===== src/rtl/vga_fb_scanout.sv =====
// Framebuffer scan-out: VGA timing generation, pixel fetch through a synchronous
// RAM read port with SCALE x SCALE pixel replication, and DAC pin drive.
module vga_fb_scanout #(
    parameter int BITS_PER_COLOUR_CHANNEL = 1,
    parameter int H_VISIBLE   = 640,
    parameter int H_FRONT     = 16,
    parameter int H_SYNC      = 96,
    parameter int H_BACK      = 48,
    parameter int V_VISIBLE   = 480,
    parameter int V_FRONT     = 10,
    parameter int V_SYNC      = 2,
    parameter int V_BACK      = 33,
    parameter int SCALE_SHIFT = 2
) (
    input  logic                                 CLK_50,
    input  logic                                 resetn,
    output logic [14:0]                          rd_addr,
    input  logic [3*BITS_PER_COLOUR_CHANNEL-1:0] rd_data,
    output logic                                 frame_tick,
    output logic                                 VGA_CLK,
    output logic                                 VGA_HS,
    output logic                                 VGA_VS,
    output logic                                 VGA_BLANK_N,
    output logic                                 VGA_SYNC,
    output logic [9:0]                           VGA_R,
    output logic [9:0]                           VGA_G,
    output logic [9:0]                           VGA_B
);

    localparam int BPC     = BITS_PER_COLOUR_CHANNEL;
    localparam int H_TOTAL = H_VISIBLE + H_FRONT + H_SYNC + H_BACK;
    localparam int V_TOTAL = V_VISIBLE + V_FRONT + V_SYNC + V_BACK;
    localparam int HW      = $clog2(H_TOTAL);
    localparam int VW      = $clog2(V_TOTAL);

    localparam logic [HW-1:0] H_LAST   = HW'(H_TOTAL - 1);
    localparam logic [HW-1:0] H_VIS_C  = HW'(H_VISIBLE);
    localparam logic [HW-1:0] HS_START = HW'(H_VISIBLE + H_FRONT);
    localparam logic [HW-1:0] HS_END   = HW'(H_VISIBLE + H_FRONT + H_SYNC);
    localparam logic [VW-1:0] V_LAST   = VW'(V_TOTAL - 1);
    localparam logic [VW-1:0] V_VIS_C  = VW'(V_VISIBLE);
    localparam logic [VW-1:0] VS_START = VW'(V_VISIBLE + V_FRONT);
    localparam logic [VW-1:0] VS_END   = VW'(V_VISIBLE + V_FRONT + V_SYNC);
    localparam logic [14:0]   FB_W     = 15'(H_VISIBLE >> SCALE_SHIFT);

    logic          pix_en;
    logic [HW-1:0] hcount;
    logic [VW-1:0] vcount;
    logic          s1_vis, s1_hs, s1_vs;
    logic          vis_c, hs_c, vs_c;
    logic [14:0]   addr_next;

    // Replicate the channel's bit field MSB-first to fill the 10-bit DAC input.
    function automatic logic [9:0] expand(input logic [BPC-1:0] c);
        logic [9:0] r;
        r = '0;
        for (int i = 0; i < 10; i++)
            r[9-i] = c[BPC-1-(i % BPC)];
        return r;
    endfunction

    always_comb begin
        vis_c     = (hcount < H_VIS_C) && (vcount < V_VIS_C);
        hs_c      = ~((hcount >= HS_START) && (hcount < HS_END));
        vs_c      = ~((vcount >= VS_START) && (vcount < VS_END));
        addr_next = 15'(vcount >> SCALE_SHIFT) * FB_W + 15'(hcount >> SCALE_SHIFT);
    end

    assign VGA_SYNC = 1'b0;

    always_ff @(posedge CLK_50 or negedge resetn) begin
        if (!resetn) begin
            pix_en      <= 1'b0;
            VGA_CLK     <= 1'b0;
            frame_tick  <= 1'b0;
            hcount      <= '0;
            vcount      <= '0;
            rd_addr     <= '0;
            s1_vis      <= 1'b0;
            s1_hs       <= 1'b1;
            s1_vs       <= 1'b1;
            VGA_HS      <= 1'b1;
            VGA_VS      <= 1'b1;
            VGA_BLANK_N <= 1'b0;
            VGA_R       <= '0;
            VGA_G       <= '0;
            VGA_B       <= '0;
        end else begin
            pix_en  <= ~pix_en;
            VGA_CLK <= ~pix_en;
            // Counters are stable across the idle phase, so this lands on the (0,0) pix_en cycle.
            frame_tick <= ~pix_en && (hcount == '0) && (vcount == '0);
            if (pix_en) begin
                if (hcount == H_LAST) begin
                    hcount <= '0;
                    vcount <= (vcount == V_LAST) ? '0 : vcount + 1'b1;
                end else begin
                    hcount <= hcount + 1'b1;
                end
                if (vis_c)
                    rd_addr <= addr_next;
                s1_vis <= vis_c;
                s1_hs  <= hs_c;
                s1_vs  <= vs_c;
                // rd_data settled during the idle phase; syncs travel with it to avoid skew.
                VGA_HS      <= s1_hs;
                VGA_VS      <= s1_vs;
                VGA_BLANK_N <= s1_vis;
                VGA_R <= s1_vis ? expand(rd_data[3*BPC-1:2*BPC]) : '0;
                VGA_G <= s1_vis ? expand(rd_data[2*BPC-1:BPC])   : '0;
                VGA_B <= s1_vis ? expand(rd_data[BPC-1:0])       : '0;
            end
        end
    end

endmodule


===== config.mk =====
export PLATFORM = sky130hd
export DESIGN_NAME = vga_fb_scanout
export DESIGN_NICKNAME = d
export VERILOG_FILES = /design/src/rtl/vga_fb_scanout.sv
export SDC_FILE = /design/constraint.sdc
export NUM_CORES = 1
export LEC_CHECK = 0
export CAP_MARGIN = 5
export CORE_MARGIN = 4
export CORE_UTILIZATION = 45
export CTS_BUF_LIST = sky130_fd_sc_hd__clkbuf_4
export CTS_CLUSTER_SIZE = 24
export DETAILED_ROUTE_END_ITERATION = 16
export PLACE_DENSITY = 0.82
export SYNTH_ARGS = -nofsm -noshare
export SYNTH_HDL_FRONTEND = slang
export SYNTH_SLANG_ARGS = --single-unit

===== constraint.sdc =====
create_clock -name CLK_50 -period 3.75 [get_ports CLK_50]
set_input_delay 0.75 -clock CLK_50 [delete_from_list [all_inputs] [get_ports CLK_50]]
set_output_delay 0.75 -clock CLK_50 [all_outputs]
set_load 0.05 [all_outputs]

======== Word level (Yosys, flattened, before mapping) ========
Cells that the tools add are included.
storage, ports and cells
  bits in registers ....................... 73
  logic and storage cells ................. 43
cells by class
  add/sub/neg operators ................... 3
  $mul .................................... 1
  order comparisons ....................... 6
  equal/unequal tests ..................... 2
  mux-type cells .......................... 5
  bitwise operators ....................... 3
  reductions and logical operators ........ 9
operators with widths
  kind                   count
  $mux 10                5
  $add 10x1->10 const B  2
  $eq 10x10->1 const B   2
  $logic_not 10->1       2
  $lt 10x10->1 const B   2
  $lt 10x9->1 const B    2
  $add 15x8->15          1
  $ge 10x10->1 const B   1
  $ge 10x9->1 const B    1
  $mul 8x3->10 const B   1
  $logic_and 1x1->1      5
  $reduce_and 2->1       2
  $not 1->1              3

======== Depth between registers and ports, before layout ========
Gate-level depths: netlist of run 1.
  depth after elaboration ................. 3
  depth in mapped cells ................... 8
  depth with buffers taken out ............ 8

======== Least setup slack after synthesis of run 1 ========
OpenSTA, ideal clock, no wires.
  path type ............................... register -> register
  from .................................... reg vcount[5]
  to ...................................... reg rd_addr[13]
  arrival ................................. 2.610 ns
  slack ................................... 1.058 ns
  stages on the path, launching flop included .. 9
  buffers on the path ..................... 0
  clock period less this slack ............ 2.692 ns
  path through ............................ dfrtp_1 -> ha_1 -> ha_1 -> fa_1 -> xor2_1 -> nand2_1 -> or2_2 -> or4_1 -> a31oi_1
between the ends
  cells in the longest elaborated chain, start to end .. 3
ends and longest elaborated chain
  what                                                                   RTL line  text
  start: declaration                                                     48        logic [VW-1:0] vcount;
  start signal: assignment                                               96        vcount <= (vcount == V_LAST) ? '0 : vcount + 1'b1;
  parallel branches: the longest is 3 deep, another holds $add 15x8->15  n/a
  end signal: assignment                                                 101       rd_addr <= addr_next;
  end: declaration                                                       17        output logic [14:0] rd_addr,
Several ways; the timed one is not identified.
A chain may end at the register's enable or synchronous reset.

======== Worst setup path in the final report of run 1 ========
  from .................................... reg vcount[3]
  to ...................................... reg rd_addr[13]
The elaborated chain is that of the path after synthesis.

==> run metrics, run 1 <==
detailed-route via count=2184; Final Wtd Congestion=0.833; Util after Layout=a little over half; initial cell density of the core=47.1%; area of the core=6030 sq um; worst-case vdd ir drop=0.140 mV; clock skew after layout=0.0227 ns; critical setup path kind=flop to flop; path class of the lowest-slack min-delay path=flop to flop; total overflow reported by the global router=0; EDFF count, synth=0; wire length after detailed routing=between 5000 and 6000 um; initial antenna violation count=0; number of distinct standard cells referenced by the synthesized netlist=52; number of detailed-route iterations in the first pass=4; number of DRC violations after detailed-routing iteration 0=80; capture endpoint of the worst hold path=rd_addr[12]$_DFFE_PN0P_; number of cells on the worst reg-to-reg path=8; share of cells above drive strength 1=roughly 7.8%; clk root buf=sky130_fd_sc_hd__clkbuf_4; Clock power frac=28.7%; Layout Area Growth over Synthesis=15.4%; Clock H-tree levels=2; Static Leakage=1.43 nW; final hold viol count=0; switching power=approximately 0.00025 W; number of clock sinks seen by CTS=46; first-pass GRT wire length=9520 um; post-layout minimum cycle time=between 2 and 3 ns; start point of the worst min-delay path=rd_addr[12]$_DFFE_PN0P_; dpl hpwl=4230 um; net switching fraction of the power=28.8%; Worst Path Arrival=3.19 ns; Port Buf Inserts=54; number of max-slew violations in the final report=0; result of the run=complete, no violations; worst setup slack for register-to-register paths=0.87 ns; post-route design area=3280 sq um; die span in x=87.4 um; post-place instance area=roughly 3200 sq um; dominant synthesized flop cell=sky130_fd_sc_hd__dfrtp_1; biggest fanout along the worst timing path=8; Remaining DRCs=0; number of nets in the finished design=346; routed length per placed instance=14.2 um; number of buffers added for setup after CTS=0; Synth Warn #=0; clock buffer depth=2; most common cell after layout, fill and taps aside=sky130_fd_sc_hd__clkdlybuf4s50_1; floorplan die height=just under 90 um; Inserted Clock Buffers=5; vias in the first global route=2086; RSZ-0062 raised after global routing=false; Final ANT Viol Nets=0; relative max-transition margin=32.1%; Overall Global Routing Usage=15.6%; critical path startpoint category=flop; sequential share of the synthesized area=roughly two fifths; pin count of the biggest net entering global routing=47; hold buffer count at CTS=0; destination of the worst register-to-register timing path=rd_addr[13]$_DFFE_PN0P_; Gate power share=12.8%; Hold Crit Depth=2; Max Cap Violations=0; Die Outline Area=7640 sq um; num ports=56; clock tree from TritonCTS=yes; Setup Total Neg Slack=0 ns; measured slew at the worst slew-check pin=1.02 ns; cell row count=28; RR Startpoint=vcount[3]$_DFFE_PN0P_; post-cts repair resize count=0; average cell area after synthesis=~9.5 sq um; final worst path period share=76.9%; critical path required time=4.05 ns; n_diodes=0; Min Hold Slack=between 0.4 and 0.5 ns; latest clock arrival within the worst-skew pair=0.37 ns; portion of total power attributed to sequential cells=58.5%; cells after synthesis=roughly 300; cell internal power dissipation=slightly above 0.0006 W; via-per-instance ratio=5.52; Mapped Nets=~320; ys async rst share=100%; Synth Register Bits=46; post-synthesis instance area=2840 sq um; maximum operating frequency=between 300 and 400 MHz; total power density per cell area=262 nW/um^2; clock transition at the register clock pins on the worst setup and hold paths after CTS=roughly 0.14 ns; total setup violations reported at the end of the flow=0; type of destination of the critical path=flop; commonest cells after routing, fill and taps aside=sky130_fd_sc_hd__clkdlybuf4s50_1 (53), sky130_fd_sc_hd__dfrtp_1 (42), sky130_fd_sc_hd__nand2_1 (33)
-- final cells by class --
| type | instances | area [sq um] |
|---|---|---|
| Clock inverter | 2 | 12.5 |
| Sequential cell | 46 | 1160 |
| Fill cell | 537 | 2750 |
| Inverter | 14 | 52.6 |
| Tap cell | 75 | 93.8 |
| Clock buffer | 6 | 45.0 |
| Multi-Input combinational cell | 198 | 1370 |
| Timing Repair Buffer | 55 | 543 |
-- sequential cells by signal, summed over array words and instances, names as in the netlist --
signal / cells
rd_addr: 15
hcount: 10
vcount: 10
VGA_BLANK_N: 1
VGA_B: 1
VGA_G: 1
VGA_HS: 1
VGA_R: 1
VGA_VS: 1
frame_tick: 1
pix_en: 1
s1_hs: 1
s1_vis: 1
s1_vs: 1
-- power groups by stage --
stage / logic, W / clock network [W] / registers (W)
3_5_place_dp: 0.000111 / 0 / 0.000511
6_report: 0.000110 / 0.000246 / 0.000502
3_3_place_gp: 0.000111 / 0 / 0.000511
5_1_grt: 0.000114 / 0.000270 / 0.000503
2_1_floorplan: 0.0000814 / 0 / 0.000517
4_1_cts: 0.000111 / 0.000251 / 0.000502
-- logic make-up after synthesis --
| logic type | synth area share, % |
|---|---|
| other | 0.132 |
| adders and majority gates | 9.78 |
| buffers and inverters | 10.9 |
| xor gates and xnor gates | 5.24 |
| muxes | 2.38 |
| and+or+nand+nor | 19.4 |
| AOI/OAI and AO/OA | 11.4 |
| DFF | 40.7 |
-- per-layer routing --
layer  vias up  GRT usage, %  wire length (um)
met5         -             0                 0
met4         0          6.00                81
met3         9          2.46               314
met2        61          27.3              2810
met1      1053          19.1              2410
li1       1061             -                 -
-- through the flow --
step / total power [W] / std cells / setup WS [ns]
final: 0.000857 / 396 / 0.866
after global routing: 0.000888 / 396 / 0.716
after CTS: 0.000864 / 396 / 0.856
after detailed placement: 0.000623 / 388 / 0.892
after global placement: 0.000622 / 388 / 0.975
after floorplan: 0.000598 / 298 / 1.06
-- cell usage after synthesis (6+ instances only) --
master,instances,area share (%)
sky130_fd_sc_hd__dfrtp_1,42,37
sky130_fd_sc_hd__o21ai_0,22,3.9
sky130_fd_sc_hd__nand4_1,7,1.5
sky130_fd_sc_hd__inv_1,14,1.9
sky130_fd_sc_hd__nand3_1,7,1.2
sky130_fd_sc_hd__clkbuf_1,10,1.3
sky130_fd_sc_hd__mux2_2,6,2.4
sky130_fd_sc_hd__nor2_1,16,2.1
sky130_fd_sc_hd__nor3_1,6,1.1
sky130_fd_sc_hd__buf_4,28,7.4
sky130_fd_sc_hd__xnor2_1,9,2.8
sky130_fd_sc_hd__xor2_1,8,2.5
sky130_fd_sc_hd__nand2_1,33,4.4
sky130_fd_sc_hd__ha_1,19,8.4
-- how the worst max path moves through the flow --
| stage | startpoint | end | slack [ns] | depth (start not counted) |
|---|---|---|---|---|
| final | vcount[3]$_DFFE_PN0P_ | rd_addr[13]$_DFFE_PN0P_ | 0.87 | 8 |
| after floorplan | vcount[5]$_DFFE_PN0P_ | rd_addr[13]$_DFFE_PN0P_ | 1.06 | 8 |
| after CTS | vcount[3]$_DFFE_PN0P_ | rd_addr[13]$_DFFE_PN0P_ | 0.86 | 8 |
| after detailed placement | vcount[5]$_DFFE_PN0P_ | rd_addr[13]$_DFFE_PN0P_ | 0.89 | 8 |
| after global placement | vcount[5]$_DFFE_PN0P_ | rd_addr[13]$_DFFE_PN0P_ | 0.98 | 8 |
| after global routing | vcount[3]$_DFFE_PN0P_ | rd_addr[14]$_DFFE_PN0P_ | 0.72 | 8 |
-- worst max-delay path, cell delays in order (launching register included) --
cell and delay, ns:
sky130_fd_sc_hd__dfrtp_1 0.48, sky130_fd_sc_hd__ha_1 0.34, sky130_fd_sc_hd__ha_1 0.24, sky130_fd_sc_hd__fa_1 0.41
sky130_fd_sc_hd__xor2_1 0.25, sky130_fd_sc_hd__nand2_1 0.11, sky130_fd_sc_hd__or2_2 0.32, sky130_fd_sc_hd__or4_1 0.50
sky130_fd_sc_hd__a31oi_1 0.16
No activity file was read; power rests on OpenSTA's default activity.
==> run 2, diff against run 1 <==
clock period = 3 ns   (was 3.75 ns; I/O delays follow)
==> run metrics, run 2 (synthesis gave the netlist of run 1 again) <==
die span in x=87.4 um; dpl hpwl=4390 um; hold buffer count at CTS=0; latest clock arrival within the worst-skew pair=0.38 ns; Clock H-tree levels=2; Max Cap Violations=0; area of the core=6030 sq um; number of DRC violations after detailed-routing iteration 0=85; pin count of the biggest net entering global routing=47; clock buffer depth=2; number of detailed-route iterations in the first pass=7; n_diodes=0; count of fill cells added during filler insertion=535; vias in the first global route=2147; clock skew after layout=between 0.02 and 0.025 ns; initial cell density of the core=47.1%; RSZ-0062 raised after global routing=false; clock transition at the register clock pins on the worst setup and hold paths after CTS=0.15 ns; commonest cells after routing, fill and taps aside=sky130_fd_sc_hd__clkdlybuf4s50_1 (53), sky130_fd_sc_hd__dfrtp_1 (41), sky130_fd_sc_hd__nand2_1 (33); most common cell after layout, fill and taps aside=sky130_fd_sc_hd__clkdlybuf4s50_1; final worst path period share=95.0%; Cell Chain, Critical Path=ha_1 -> ha_1 -> fa_1 -> xor2_2 -> nand2_1 -> or2_2 -> or4_1 -> a31oi_1; Static Leakage=1.47 nW; Setup Total Neg Slack=0 ns; Inserted Clock Buffers=5; dpl cells=393; number of clock sinks seen by CTS=46; type of destination of the critical path=flop; clock tree from TritonCTS=yes; flip-flop count of the largest register, all copies and words added=15; routed length per placed instance=14.7 um; largest registers=rd_addr x15, hcount x10, vcount x10; Worst path most repeated cell=sky130_fd_sc_hd__ha_1; path class of the lowest-slack min-delay path=input pin to async pin; total overflow reported by the global router=0; CP delay by family, top=adder cells; Critical path buffers and inverters=0; critical path startpoint category=flop; Die Outline Area=between 7000 and 8000 sq um; biggest fanout along the worst timing path=8; critical setup path kind=flop to flop; wire length after detailed routing=about 5900 um; CP max stage cell=sky130_fd_sc_hd__or4_1; total power=0.00115 W; post-layout minimum cycle time=2.85 ns; initial antenna violation count=0; slowest stage delay, CP=0.51 ns; clk root buf=sky130_fd_sc_hd__clkbuf_4; least setup slack across all paths after layout=about 0.15 ns; Post-Place Worst Slack=0.116 ns; Overall Global Routing Usage=16.5%; worst-case vdd ir drop=0.227 mV; number of max-slew violations in the final report=0; Final ANT Viol Nets=0; final hold viol count=0; Worst Path Arrival=3.14 ns; register bank with the most flops=rd_addr; critical path required time=3.29 ns; Final Wtd Congestion=0.835; floorplan die height=87.4 um; Port Buf Inserts=54; first-pass GRT wire length=between 10000 and 15000 um; Remaining DRCs=0; Layout Area Growth over Synthesis=18.3%; via-per-instance ratio=5.50; result of the run=complete, no violations; filler-free cell count of the finished design=402; total power density per cell area=343 nW/um^2; detailed-route via count=2213; share of cells above drive strength 1=10.7%; total setup violations reported at the end of the flow=0; maximum operating frequency=351 MHz; measured slew at the worst slew-check pin=1.00 ns; relative max-transition margin=33.0%; cell row count=28; number of nets in the finished design=around 350; num ports=56
## run 2: cell types whose count changed in the layout (fill, tap and decap cells not counted), sizes merged
cell / before / now
bufinv: 0 / 1
clkinvlp: 0 / 1
buf: 2 / 8
inv: 15 / 14
clkinv: 1 / 0
## run 2: where the power goes
| group | internal [W] | total, W | switching, W |
|---|---|---|---|
| clock network | 0.000185 | 0.000387 | 0.000202 |
| logic | 0.0000384 | 0.000137 | 0.0000990 |
| registers | 0.000622 | 0.000627 | 0.00000491 |
## run 2: metrics by stage
step	cell area [sq um]	hold slack, ns	util (%)
final	3360	0.372	55.8
after global routing	3360	0.436	55.8
after CTS	3340	0.419	55.4
after detailed placement	3260	0.461	54.0
after global placement	3260	0.458	54.0
after floorplan	2840	0.304	-
## run 2: area by class of cell
cell class,count,area (sq um),area share (%)
clock buffers,6,45.0,1.34
clock inverters,2,37.5,1.12
inverters,14,52.6,1.56
multi-input cells,198,1390,41.2
flip-flops and latches,46,1160,34.5
well taps,75,93.8,2.79
repair buffers,61,588,17.5
## run 2: path summary, 6_finish.rpt
kind,from,endpoint,slack (ns),cells after the start
setup / recovery,vcount[3]$_DFFE_PN0P_,rd_addr[13]$_DFFE_PN0P_,0.15,8
hold / removal,resetn,rd_addr[5]$_DFFE_PN0P_,0.37,1
setup reg to reg,vcount[3]$_DFFE_PN0P_,rd_addr[13]$_DFFE_PN0P_,0.15,8
hold reg to reg,rd_addr[8]$_DFFE_PN0P_,rd_addr[8]$_DFFE_PN0P_,0.49,2
max in group asynchronous,resetn,vcount[3]$_DFFE_PN0P_,1.91,1
min in group CLK_50,rd_addr[8]$_DFFE_PN0P_,rd_addr[8]$_DFFE_PN0P_,0.49,2
## run 2: metal layers
metal | wire length [um] | GRT usage, % | vias up
met5 | 0 | 0 | -
met4 | 137 | 6.69 | 0
met3 | 326 | 4.73 | 15
met2 | 2920 | 27.7 | 61
met1 | 2510 | 19.8 | 1062
li1 | - | - | 1075
## run 2: timing repair
action	in CTS	in global routing
gates resized for setup	0	3
endpoints found under the hold margin	0	0
buffers inserted	0	1
endpoints found under the setup margin	0	2
==> run 3, diff against run 2 <==
CAP_MARGIN = 0   (was 5)
CORE_UTILIZATION = 25   (was 45)
PLACE_DENSITY = 0.56   (was 0.82)
==> run metrics, run 3 (synthesis gave the netlist of run 1 again) <==
clock tree from TritonCTS=yes; destination of the worst register-to-register timing path=rd_addr[13]$_DFFE_PN0P_; number of cells on the worst reg-to-reg path=8; detailed-route via count=2178; Worst path most repeated cell=sky130_fd_sc_hd__ha_1; critical setup path kind=flop to flop; Max Cap Violations=0; number of clock sinks seen by CTS=46; Worst Path Arrival=3.15 ns; num ports=between 50 and 60; RR Startpoint=vcount[3]$_DFFE_PN0P_; Min Hold Slack=0.402 ns; critical path startpoint category=flop; n_diodes=0; Overall Global Routing Usage=9.28%; CP delay by family, top=adder cells; worst-case vdd ir drop=0.133 mV; clk root buf=sky130_fd_sc_hd__clkbuf_4; Remaining DRCs=0; commonest cells after routing, fill and taps aside=sky130_fd_sc_hd__clkdlybuf4s50_1 (53), sky130_fd_sc_hd__dfrtp_1 (42), sky130_fd_sc_hd__nand2_1 (33); total power=between 0.001 and 0.0015 W; Static Leakage=1.46 nW; relative max-transition margin=30.0%; Critical path buffers and inverters=0; register bank with the most flops=rd_addr; post-layout minimum cycle time=2.86 ns; wire length after detailed routing=5870 um; Cell Chain, Critical Path=ha_1 -> ha_1 -> fa_1 -> xor2_2 -> nand2_1 -> or2_2 -> or4_1 -> a31oi_1; CP max stage cell=sky130_fd_sc_hd__or4_1; dpl hpwl=4410 um; number of DRC violations after detailed-routing iteration 0=98; post-place instance area=3340 sq um; share of cells above drive strength 1=9.82%; worst setup slack for register-to-register paths=0.14 ns; grt peak-use layer=met2; Die Outline Area=13100 sq um; launching instance or port of the critical path=vcount[3]$_DFFE_PN0P_; area of the core=11000 sq um; Inserted Clock Buffers=5; most common cell after layout, fill and taps aside=sky130_fd_sc_hd__clkdlybuf4s50_1; path class of the lowest-slack min-delay path=input pin to async pin; post-route design area=about 3400 sq um; critical path required time=3.30 ns; slowest stage delay, CP=roughly 0.5 ns; met3 capacity usage during global routing=2.11%; result of the run=complete, no violations; maximum operating frequency=350 MHz; worst setup path endpoint=rd_addr[13]$_DFFE_PN0P_; type of destination of the critical path=flop; total setup violations reported at the end of the flow=0; Critical Path Stages=8; total overflow reported by the global router=0; Final ANT Viol Nets=0; initial cell density of the core=25.8%; hold buffer count at CTS=0; Final Wtd Congestion=0.829; final hold viol count=0; pin count of the biggest net entering global routing=between 40 and 50; number of max-slew violations in the final report=0; floorplan die height=115 um; clock buffer depth=2; post-cts repair resize count=0; die span in x=115 um; vias in the first global route=2090; global routing met1 resource utilization=12.0%; cell row count=38; total power density per cell area=314 nW/um^2; initial antenna violation count=0; clock skew after layout=0.0238 ns; final worst path period share=about 95%; Layout Area Growth over Synthesis=20.0%; Port Buf Inserts=54; routed length per placed instance=approximately 13 um; global-route track usage on met2=15.3%; clock transition at the register clock pins on the worst setup and hold paths after CTS=0.14 ns; biggest fanout along the worst timing path=8; via-per-instance ratio=between 4 and 5; number of nets in the finished design=351; flip-flop count of the largest register, all copies and words added=15; number of buffers added for setup after CTS=0; largest registers=rd_addr x15, hcount x10, vcount x10; first-pass GRT wire length=9870 um; measured slew at the worst slew-check pin=1.05 ns; number of detailed-route iterations in the first pass=4; latest clock arrival within the worst-skew pair=0.36 ns; Clock H-tree levels=2
run 3: where the power goes:
part | leakage, nW | internal (W) | total (W) | switching, W
clock | 0.0337 | 0.000102 | 0.000305 | 0.000203
sequential | 0.588 | 0.000622 | 0.000627 | 0.00000489
combinational | 0.840 | 0.0000384 | 0.000137 | 0.0000989
run 3: how the worst min path moves through the flow:
stage	from	end	slack (ns)	cells past startpoint
finish	resetn	rd_addr[2]$_DFFE_PN0P_	0.40	1
floorplan	resetn	VGA_BLANK_N$_DFFE_PN0P_	0.30	0
global route	resetn	frame_tick$_DFF_PN0_	0.48	1
CTS	resetn	rd_addr[2]$_DFFE_PN0P_	0.44	1
detailed placement	rd_addr[2]$_DFFE_PN0P_	rd_addr[2]$_DFFE_PN0P_	0.46	2
global placement	rd_addr[0]$_DFFE_PN0P_	rd_addr[0]$_DFFE_PN0P_	0.46	2
run 3: per-stage QoR:
stage	std cells	setup TNS (ns)	util, %	setup slack, ns
2_1_floorplan	298	0	-	0.308
3_3_place_gp	458	0	30.4	0.209
3_5_place_dp	458	0	30.4	0.161
4_1_cts	466	0	30.9	0.125
5_1_grt	466	-0.00149	31.0	-0.00149
6_report	466	0	31.0	0.143
run 3: metal layers:
metal  part of all wire [%]  vias up  wire, um
li1                       -     1077         -
met1                     47     1047      2760
met2                     46       48      2710
met3                    5.7        6       334
met4                    1.1        0        63
met5                      0        -         0
run 3: area by class of cell:
class | count | area (sq um)
sequential | 46 | 1160
clock buffer | 6 | 45.0
multi-input combinational | 198 | 1390
inverter | 14 | 52.6
timing repair buffer | 60 | 581
fill | 1147 | 7580
clock inverter | 2 | 12.5
tap | 140 | 175
